--- config.mk ---
export PLATFORM = sky130hd
export DESIGN_NAME = spi_hsm_frame_ctrl_flat
export DESIGN_NICKNAME = d
export VERILOG_FILES = /design/src/rtl/spi_hsm_frame_ctrl_if.sv /design/src/rtl/spi_hsm_frame_ctrl.sv /design/src/flat_wrapper.sv
export SDC_FILE = /design/constraint.sdc
export NUM_CORES = 1
export LEC_CHECK = 0
export ABC_AREA = 0
export CORE_MARGIN = 3
export CORE_UTILIZATION = 37
export DETAILED_ROUTE_END_ITERATION = 10
export GPL_TIMING_DRIVEN = 0
export SYNTH_ARGS = -nofsm -noshare
export SYNTH_HDL_FRONTEND = slang
export SYNTH_SLANG_ARGS = --single-unit
--- constraint.sdc ---
create_clock -name i_sys_clk -period 4.9 [get_ports i_sys_clk]
set_clock_uncertainty 0.05 [all_clocks]
set_input_delay 0.98 -clock i_sys_clk [delete_from_list [all_inputs] [get_ports i_sys_clk]]
set_output_delay 0.98 -clock i_sys_clk [all_outputs]
set_load 0.02 [all_outputs]
--- src/rtl/spi_hsm_frame_ctrl_if.sv ---
// Bus bundle between the SPI slave / HSM core environment and spi_hsm_frame_ctrl.
// The slave modport is the framer's view and the master modport is the surrounding system's view.
interface spi_hsm_frame_ctrl_if #(
    parameter int unsigned DATA_WIDTH = 16
);
    logic [DATA_WIDTH-1:0] i_rx_data;
    logic                  i_rx_valid;
    logic                  i_rx_error;
    logic [DATA_WIDTH-1:0] o_tx_data;
    logic                  o_tx_valid;
    logic                  i_tx_busy;
    logic                  o_cmd_valid;
    logic                  i_cmd_ready;
    logic [7:0]            o_cmd_opcode;
    logic [7:0]            o_cmd_len;
    logic [7:0]            i_buf_addr;
    logic [DATA_WIDTH-1:0] o_buf_data;
    logic [DATA_WIDTH-1:0] i_rsp_data;
    logic                  i_rsp_valid;
    logic                  i_rsp_last;
    logic                  o_rsp_ready;
    logic                  o_rx_drop;
    logic                  o_busy;

    modport slave (
        input  i_rx_data, i_rx_valid, i_rx_error, i_tx_busy, i_cmd_ready,
               i_buf_addr, i_rsp_data, i_rsp_valid, i_rsp_last,
        output o_tx_data, o_tx_valid, o_cmd_valid, o_cmd_opcode, o_cmd_len,
               o_buf_data, o_rsp_ready, o_rx_drop, o_busy
    );

    modport master (
        output i_rx_data, i_rx_valid, i_rx_error, i_tx_busy, i_cmd_ready,
               i_buf_addr, i_rsp_data, i_rsp_valid, i_rsp_last,
        input  o_tx_data, o_tx_valid, o_cmd_valid, o_cmd_opcode, o_cmd_len,
               o_buf_data, o_rsp_ready, o_rx_drop, o_busy
    );
endinterface

--- src/rtl/spi_hsm_frame_ctrl.sv ---
// Command framer between the SPI slave and the HSM core: checks header/payload/XOR frames, returns status and response.
// Optional inter-word frame timeout is built only when V2X_FRAME_TIMEOUT_EN is defined.
module spi_hsm_frame_ctrl #(
    parameter int unsigned DATA_WIDTH     = 16,
    parameter int unsigned MAX_PAYLOAD    = 32,
    parameter int unsigned TIMEOUT_CYCLES = 100000
) (
    input logic                 i_sys_clk,
    input logic                 i_sys_rst,
    spi_hsm_frame_ctrl_if.slave bus
);
    localparam int unsigned AW    = (MAX_PAYLOAD > 1) ? $clog2(MAX_PAYLOAD) : 1;
    localparam int unsigned DEPTH = 1 << AW;

    localparam logic [7:0]            MAX_LEN  = 8'(MAX_PAYLOAD);
    localparam logic [DATA_WIDTH-1:0] STAT_OK  = 16'hA500;
    localparam logic [DATA_WIDTH-1:0] ERR_LEN  = 16'hEE01;
    localparam logic [DATA_WIDTH-1:0] ERR_CSUM = 16'hEE02;
    localparam logic [DATA_WIDTH-1:0] ERR_TOUT = 16'hEE03;
    localparam logic [DATA_WIDTH-1:0] ERR_RX   = 16'hEE04;

    if (DATA_WIDTH != 16 || MAX_PAYLOAD < 1 || MAX_PAYLOAD > 255 || TIMEOUT_CYCLES < 1) begin : g_bad_params
        $error("spi_hsm_frame_ctrl: unsupported parameter set");
    end

    typedef enum logic [2:0] {IDLE, PAYLOAD, CSUM, ISSUE, STAT, RESP, ERR} state_t;

    state_t                state;
    logic [DATA_WIDTH-1:0] xor_acc;
    logic [7:0]            cnt;
    logic [7:0]            opcode;
    logic [7:0]            len;
    logic [DATA_WIDTH-1:0] tx_data;
    logic                  tx_valid;
    logic                  cmd_valid;
    logic                  rx_drop;
    logic                  last_pending;
    logic [DATA_WIDTH-1:0] buf_data;
    logic [DATA_WIDTH-1:0] mem [DEPTH];
    logic                  tx_done;
    logic                  in_frame;
    logic                  buf_we;
    logic                  to_hit;

    assign tx_done  = tx_valid && !bus.i_tx_busy;
    assign in_frame = (state == PAYLOAD) || (state == CSUM);
    assign buf_we   = (state == PAYLOAD) && bus.i_rx_valid && !bus.i_rx_error;

`ifdef V2X_FRAME_TIMEOUT_EN
    localparam int unsigned TW = $clog2(TIMEOUT_CYCLES + 1);
    localparam logic [TW-1:0] TO_LAST = TW'(TIMEOUT_CYCLES - 1);
    logic [TW-1:0] to_cnt;

    always_ff @(posedge i_sys_clk) begin
        if (i_sys_rst) begin
            to_cnt <= '0;
        end else if (in_frame && !bus.i_rx_valid) begin
            to_cnt <= to_cnt + TW'(1);
        end else begin
            to_cnt <= '0;
        end
    end

    assign to_hit = in_frame && !bus.i_rx_valid && (to_cnt == TO_LAST);
`else
    assign to_hit = 1'b0;
`endif

    always_ff @(posedge i_sys_clk) begin
        if (i_sys_rst) begin
            state        <= IDLE;
            xor_acc      <= '0;
            cnt          <= '0;
            opcode       <= '0;
            len          <= '0;
            tx_data      <= '0;
            tx_valid     <= 1'b0;
            cmd_valid    <= 1'b0;
            rx_drop      <= 1'b0;
            last_pending <= 1'b0;
        end else begin
            rx_drop <= bus.i_rx_valid && (state inside {ISSUE, STAT, RESP, ERR});
            if (tx_done) tx_valid <= 1'b0;

            unique case (state)
                IDLE: begin
                    if (bus.i_rx_valid) begin
                        opcode  <= bus.i_rx_data[15:8];
                        len     <= bus.i_rx_data[7:0];
                        xor_acc <= bus.i_rx_data;
                        cnt     <= '0;
                        if (bus.i_rx_data[7:0] > MAX_LEN) begin
                            state    <= ERR;
                            tx_data  <= ERR_LEN;
                            tx_valid <= 1'b1;
                        end else if (bus.i_rx_data[7:0] == 8'd0) begin
                            state <= CSUM;
                        end else begin
                            state <= PAYLOAD;
                        end
                    end
                end
                PAYLOAD: begin
                    // An overrun strobe beats a coincident word, which is then not stored.
                    if (bus.i_rx_error) begin
                        state    <= ERR;
                        tx_data  <= ERR_RX;
                        tx_valid <= 1'b1;
                    end else if (to_hit) begin
                        state    <= ERR;
                        tx_data  <= ERR_TOUT;
                        tx_valid <= 1'b1;
                    end else if (bus.i_rx_valid) begin
                        xor_acc <= xor_acc ^ bus.i_rx_data;
                        cnt     <= cnt + 8'd1;
                        if (cnt == len - 8'd1) state <= CSUM;
                    end
                end
                CSUM: begin
                    if (bus.i_rx_error) begin
                        state    <= ERR;
                        tx_data  <= ERR_RX;
                        tx_valid <= 1'b1;
                    end else if (to_hit) begin
                        state    <= ERR;
                        tx_data  <= ERR_TOUT;
                        tx_valid <= 1'b1;
                    end else if (bus.i_rx_valid) begin
                        if (bus.i_rx_data == xor_acc) begin
                            state     <= ISSUE;
                            cmd_valid <= 1'b1;
                        end else begin
                            state    <= ERR;
                            tx_data  <= ERR_CSUM;
                            tx_valid <= 1'b1;
                        end
                    end
                end
                ISSUE: begin
                    if (bus.i_cmd_ready) begin
                        cmd_valid    <= 1'b0;
                        state        <= STAT;
                        tx_data      <= STAT_OK;
                        tx_valid     <= 1'b1;
                        last_pending <= 1'b0;
                    end
                end
                STAT: begin
                    if (tx_done) state <= RESP;
                end
                RESP: begin
                    // The TX register is single entry, so a response is taken only while it is empty.
                    if (tx_done && last_pending) begin
                        state <= IDLE;
                    end else if (bus.i_rsp_valid && !tx_valid) begin
                        tx_data      <= bus.i_rsp_data;
                        tx_valid     <= 1'b1;
                        last_pending <= bus.i_rsp_last;
                    end
                end
                ERR: begin
                    if (tx_done) state <= IDLE;
                end
                default: state <= IDLE;
            endcase
        end
    end

    always_ff @(posedge i_sys_clk) begin
        if (buf_we) mem[cnt[AW-1:0]] <= bus.i_rx_data;
    end

    always_ff @(posedge i_sys_clk) begin
        if (i_sys_rst) buf_data <= '0;
        else           buf_data <= mem[bus.i_buf_addr[AW-1:0]];
    end

    assign bus.o_tx_data    = tx_data;
    assign bus.o_tx_valid   = tx_valid;
    assign bus.o_cmd_valid  = cmd_valid;
    assign bus.o_cmd_opcode = opcode;
    assign bus.o_cmd_len    = len;
    assign bus.o_buf_data   = buf_data;
    assign bus.o_rsp_ready  = (state == RESP) && !tx_valid;
    assign bus.o_rx_drop    = rx_drop;
    assign bus.o_busy       = (state != IDLE);
endmodule

--- src/flat_wrapper.sv ---
// flat-port wrapper written by rule: the top's interface ports become plain ports
module spi_hsm_frame_ctrl_flat 
#(
    parameter int unsigned DATA_WIDTH     = 16,
    parameter int unsigned MAX_PAYLOAD    = 32,
    parameter int unsigned TIMEOUT_CYCLES = 100000
)
  (i_sys_clk, i_sys_rst, bus_i_rx_data, bus_i_rx_valid, bus_i_rx_error, bus_i_tx_busy, bus_i_cmd_ready, bus_i_buf_addr, bus_i_rsp_data, bus_i_rsp_valid, bus_i_rsp_last, bus_o_tx_data, bus_o_tx_valid, bus_o_cmd_valid, bus_o_cmd_opcode, bus_o_cmd_len, bus_o_buf_data, bus_o_rsp_ready, bus_o_rx_drop, bus_o_busy);
  spi_hsm_frame_ctrl_if #(.DATA_WIDTH(DATA_WIDTH)) bus_i ();
  input logic i_sys_clk;
  input logic i_sys_rst;
  input wire logic [$bits(bus_i.i_rx_data)-1:0] bus_i_rx_data;
  input wire logic [$bits(bus_i.i_rx_valid)-1:0] bus_i_rx_valid;
  input wire logic [$bits(bus_i.i_rx_error)-1:0] bus_i_rx_error;
  input wire logic [$bits(bus_i.i_tx_busy)-1:0] bus_i_tx_busy;
  input wire logic [$bits(bus_i.i_cmd_ready)-1:0] bus_i_cmd_ready;
  input wire logic [$bits(bus_i.i_buf_addr)-1:0] bus_i_buf_addr;
  input wire logic [$bits(bus_i.i_rsp_data)-1:0] bus_i_rsp_data;
  input wire logic [$bits(bus_i.i_rsp_valid)-1:0] bus_i_rsp_valid;
  input wire logic [$bits(bus_i.i_rsp_last)-1:0] bus_i_rsp_last;
  output wire logic [$bits(bus_i.o_tx_data)-1:0] bus_o_tx_data;
  output wire logic [$bits(bus_i.o_tx_valid)-1:0] bus_o_tx_valid;
  output wire logic [$bits(bus_i.o_cmd_valid)-1:0] bus_o_cmd_valid;
  output wire logic [$bits(bus_i.o_cmd_opcode)-1:0] bus_o_cmd_opcode;
  output wire logic [$bits(bus_i.o_cmd_len)-1:0] bus_o_cmd_len;
  output wire logic [$bits(bus_i.o_buf_data)-1:0] bus_o_buf_data;
  output wire logic [$bits(bus_i.o_rsp_ready)-1:0] bus_o_rsp_ready;
  output wire logic [$bits(bus_i.o_rx_drop)-1:0] bus_o_rx_drop;
  output wire logic [$bits(bus_i.o_busy)-1:0] bus_o_busy;
  assign bus_i.i_rx_data = bus_i_rx_data;
  assign bus_i.i_rx_valid = bus_i_rx_valid;
  assign bus_i.i_rx_error = bus_i_rx_error;
  assign bus_i.i_tx_busy = bus_i_tx_busy;
  assign bus_i.i_cmd_ready = bus_i_cmd_ready;
  assign bus_i.i_buf_addr = bus_i_buf_addr;
  assign bus_i.i_rsp_data = bus_i_rsp_data;
  assign bus_i.i_rsp_valid = bus_i_rsp_valid;
  assign bus_i.i_rsp_last = bus_i_rsp_last;
  assign bus_o_tx_data = bus_i.o_tx_data;
  assign bus_o_tx_valid = bus_i.o_tx_valid;
  assign bus_o_cmd_valid = bus_i.o_cmd_valid;
  assign bus_o_cmd_opcode = bus_i.o_cmd_opcode;
  assign bus_o_cmd_len = bus_i.o_cmd_len;
  assign bus_o_buf_data = bus_i.o_buf_data;
  assign bus_o_rsp_ready = bus_i.o_rsp_ready;
  assign bus_o_rx_drop = bus_i.o_rx_drop;
  assign bus_o_busy = bus_i.o_busy;
  spi_hsm_frame_ctrl #(.DATA_WIDTH(DATA_WIDTH), .MAX_PAYLOAD(MAX_PAYLOAD), .TIMEOUT_CYCLES(TIMEOUT_CYCLES)) u_core (.i_sys_clk(i_sys_clk), .i_sys_rst(i_sys_rst), .bus(bus_i));
endmodule
Word-level counts from Yosys, hierarchy flattened. Memory sizes are Yosys's and may differ from the RTL's. A register that Yosys moved wholly into a read port is not among the register bits. Index checks and enable logic that the tools add are counted.

Memories: 1. Output and inout bits: 53. Memory bits (read-only): 0. Word-level logic and storage cells: 118. Register bits after elaboration: 63. Bits in writable memories: 512. Latch bits: 0.

Memory list: u_core.mem (words 32, width 16, read ports 1, clocked after memory_dff 1, wr ports 1, line spi_hsm_frame_ctrl.sv:39) `logic [DATA_WIDTH-1:0] mem [DEPTH];`.

$lt $le $gt $ge: 1. Reduce and logical (&&, ||, !) cells: 24. Muxes and demuxes: 53. Shifts and indexed selects: 0. Bitwise gates (word level): 1. Equality and inequality tests: 26. Add/sub/neg operators: 2. Divide/modulo/power cells: 0. $mul: 0.

Operators by type and width (count): $mux W16 (12); $pmux W16 S5 (1); $mux W3 (12); $pmux W16 S2 (1); $mux W8 (3); $pmux W3 S7 (1); $mux W1 (18); $ne A2 B2 Y1 const B (9); $eq A16 B16 Y1 (1); $pmux W8 S2 (1); $xor A16 B16 Y16 (1); $ne A3 B3 Y1 const B (4); $ne A2 B1 Y1 const B (5); $eq A3 B3 Y1 const B (3); $reduce_and A9 Y1 (1); $add A8 B1 Y8 const B (1); $eq A8 B8 Y1 (1); $gt A8 B6 Y1 const B (1); $logic_not A8 Y1 (1); $reduce_and A4 Y1 (2); $reduce_and A8 Y1 (1); $sub A8 B1 Y8 const B (1); $logic_and A1 B1 Y1 (7); $eq A3 B2 Y1 const B (2); 12 further kinds (17).

Longest topological paths before layout.
Word-level depth: 7. Depth in mapped cells: 9. Depth with buffers taken out: 8.

Worst setup path before layout. OpenSTA, ideal clock, no wires.

Kind: input to register. Start: input port bus_i_rx_error. End: memory u_core.mem[31][0] (enable). Library setup time: 0.388 ns. Data required time: 4.462 ns. Data arrival time: 2.487 ns. Buffers on the path: 1. Stages on the path: 5. Setup slack: 1.974 ns. Cell sequence: nor3b_1 > and2_1 > buf_2 > nand2_1 > nor2_1.

Word-level cells in the longest chain between the ends: 4.

Ends and longest elaborated chain: from (decl) (line flat_wrapper.sv:14) `input wire logic [$bits(bus_i.i_rx_error)-1:0] bus_i_rx_error;`; $logic_not A1 Y1 (line spi_hsm_frame_ctrl.sv:47) `assign buf_we = (state == PAYLOAD) && bus.i_rx_valid && !bus.i_rx_error;`; $logic_and A1 B1 Y1 (line spi_hsm_frame_ctrl.sv:47); $mux W1 (line spi_hsm_frame_ctrl.sv:170) `if (buf_we) mem[cnt[AW-1:0]] <= bus.i_rx_data;`; $mux W1 (implied by the code) (line spi_hsm_frame_ctrl.sv:170); to (decl) (line spi_hsm_frame_ctrl.sv:39).

No other way between the ends.

Worst setup path in the final report.
Start: input port bus_i_rx_error. End: memory u_core.mem[6][11] (enable).

The elaborated chain is that of the path after synthesis.

==> metrics.cfg <==
[route]
vias = 12080
totalWireLength_um = 55480
drtIter0Drc = 930
first_pass_iters = 5
drc = 0
ant_nets = 0
viasPerCell = 5.241
routedWlPerCell_um = 24.08

[timing]
setup_viol = 0
tightest_slew_ns = 0.9430
rsz0062_at_grt = no
slew_headroom = 0.3707
max_freq_ghz = 0.2711
fin_crit_ns = 3.688
hold_viol_final = 0
setup_tns_ns = 0
slew_violations = 0
timing.final.crit_share = 0.7527

[place]
port_buffers = 92
dpl.cell_count = 2191
gp_congestion = 0.8451
dpl.hpwl_um = 36560

[setup_path]
path_max_fanout = 16
cp.required_ns = 5.09
worstSetupPathType = primary input to flop
crit_path_start_kind = primary input
crit_arrival_ns = 3.88
setup.worst_path.end_class = flop

[clocking]
ctsHtreeMaxLevel = 2
clock_path_buffers = 3
cts_tree = built
cts_setup_buffers = 0
cts_root_buf = clkbuf_16
cts_buffers = 60
cts_sinks = 591
cts_resized = 0
clk_pin_slew_worst_paths_ns = 0.06
worstSkewPairLatency_ns = 0.63
cts_hold_buf = 0

[yosys]
ys_async_sr_fraction = 0
yosys_register_bits = 591
yosysUniqueCellTypes = 52
avgSynthCellArea_um2 = 18.75
ys_warn_count = 0
syn_inst = 1237
syn-num-nets = 1290
ys.flop_type = edfxtp_1
synth_edf_count = 512
ys_seq_area_frac = 0.7310
syn_area_um2 = 23200

[layout]
fin_cells = 2304
nNetsFinal = 1469
insertedDiodeCount = 0
final_cell_mix = edfxtp_1 (512), mux4_2 (160), nand2_1 (100)
layout_commonest_cell = edfxtp_1
area_growth_pct = 18.20
fin_util = 0.4435
drive_above_1_share = 0.2406

[global_route]
grt_pass1_vias = 12240
grt_pass1_wl_um = 81710
track_usage = 0.1682
antenna_found_initial = 2
globalRouteOverflowTotal = 0
grt_max_degree = 38

[die]
die-area_um2 = 65730
rows = 91
fp.coreArea_um2 = 61830
die_height_um = 256.4
start_util = 0.3752
pin_count = 101
die_w_um = 256.4

[power]
max-vdd-ir-drop_mv = 0.2857
p_leak_nw = 8.669
power.density_nw_per_um2 = 422.4
finalPower_mw = 11.58

[run_status]
status = complete, no violations

[run]
drv_cap = 0

[min_path]
worstHoldPathType = flop to flop

## synth_stat cells (all sizes together), types with 5 or more instances
library cell / instances / area share
edfxtp: 512 / 0.66
mux4: 160 / 0.16
nand2: 100 / 0.016
nor2: 94 / 0.015
dfxtp: 79 / 0.068
clkbuf: 35 / 0.0057
buf: 34 / 0.0073
a21oi: 33 / 0.0071
xor2: 24 / 0.0091
xnor2: 23 / 0.0087
mux2i: 19 / 0.0082
nor3: 18 / 0.0039
o21ai: 9 / 0.0021
inv: 8 / 0.0013
a211oi: 7 / 0.0023
nor2b: 7 / 0.0020
or2: 7 / 0.0019
nand3b: 6 / 0.0019
nor4: 6 / 0.0016
ha: 5 / 0.0027
nand3: 5 / 0.0011
or3: 5 / 0.0013
## metrics by stage
| step | cell area (um2) | worst slack [ns] | hold slack, ns |
|---|---|---|---|
| detailed placement | 25550 | 0.4442 | 0.3940 |
| global route | 27420 | 1.062 | 0.4265 |
| global placement | 25160 | 0.2232 | 0.3904 |
| floorplan | 23200 | 1.974 | 0.3951 |
| CTS | 27450 | 1.090 | 0.4078 |
| finish | 27420 | 1.212 | 0.4066 |
## worst paths after layout
check / to / from / cells past startpoint / slack (ns)
max: u_core.mem[6][11] / bus_i_rx_error / 6 / 1.21
min: u_core.bus.o_cmd_opcode[0] / u_core.bus.o_cmd_opcode[0] / 2 / 0.41
max reg2reg: u_core.mem[6][11] / u_core.state[0] / 6 / 1.41
min reg2reg: u_core.bus.o_cmd_opcode[0] / u_core.bus.o_cmd_opcode[0] / 2 / 0.41
## cell families (layout without fill, tap and decap cells)
logic type,after synthesis,count (layout),synth area share
AO/OA/AOI/OAI,70,70,0.01974
AND/OR/NAND/NOR,268,268,0.05103
XOR/XNOR,47,47,0.01775
multiplexers,179,179,0.1635
buffers and inverters,77,307,0.01424
flip-flops,591,591,0.7310
adder cells (fa/ha/maj),5,5,0.002697
## routing by layer
metal | vias up | routed length [um] | GRT usage | share of wire
li1 | 5277 | - | - | -
met1 | 6318 | 24470 | 0.2395 | 0.44
met2 | 398 | 25500 | 0.2612 | 0.46
met3 | 81 | 3834 | 0.03200 | 0.069
met4 | 2 | 1665 | 0.05780 | 0.030
met5 | - | 13 | 0 | 0.00023
## cell type report
cell class,instances,area (um2)
tap,837,1047
fill,5290,34410
buffer,69,300.3
multi-input combinational,569,5989
timing repair buffer,117,1190
clock inverter,31,260.3
inverter,8,30.03
clock buffer,82,1645
sequential,591,16960
## power by group
part	total, mW	switching, mW	internal (mW)
combinational	1.47	0.865	0.603
sequential	5.68	0.0906	5.59
clock	4.43	1.88	2.55
total	11.6	2.83	8.75
## worst max-delay path, stage by stage
cell and delay (ns):
clkdlybuf4s50_1 0.60, nor3b_1 0.63, and2_1 0.21, buf_2 0.17, nand2_1 0.40, nor2_2 0.87
## registers in the layout (all words and copies together) (netlist names), 3 cells and up
name                     flops
u_core.bus.o_cmd_len         8
u_core.xor_acc              16
u_core.state                 3
u_core.cnt                   8
u_core.bus.o_cmd_opcode      8
u_core.bus.o_buf_data       16
u_core.bus.o_tx_data        16
u_core.mem                 512
Note: power is estimated with default switching activity, not from simulation.
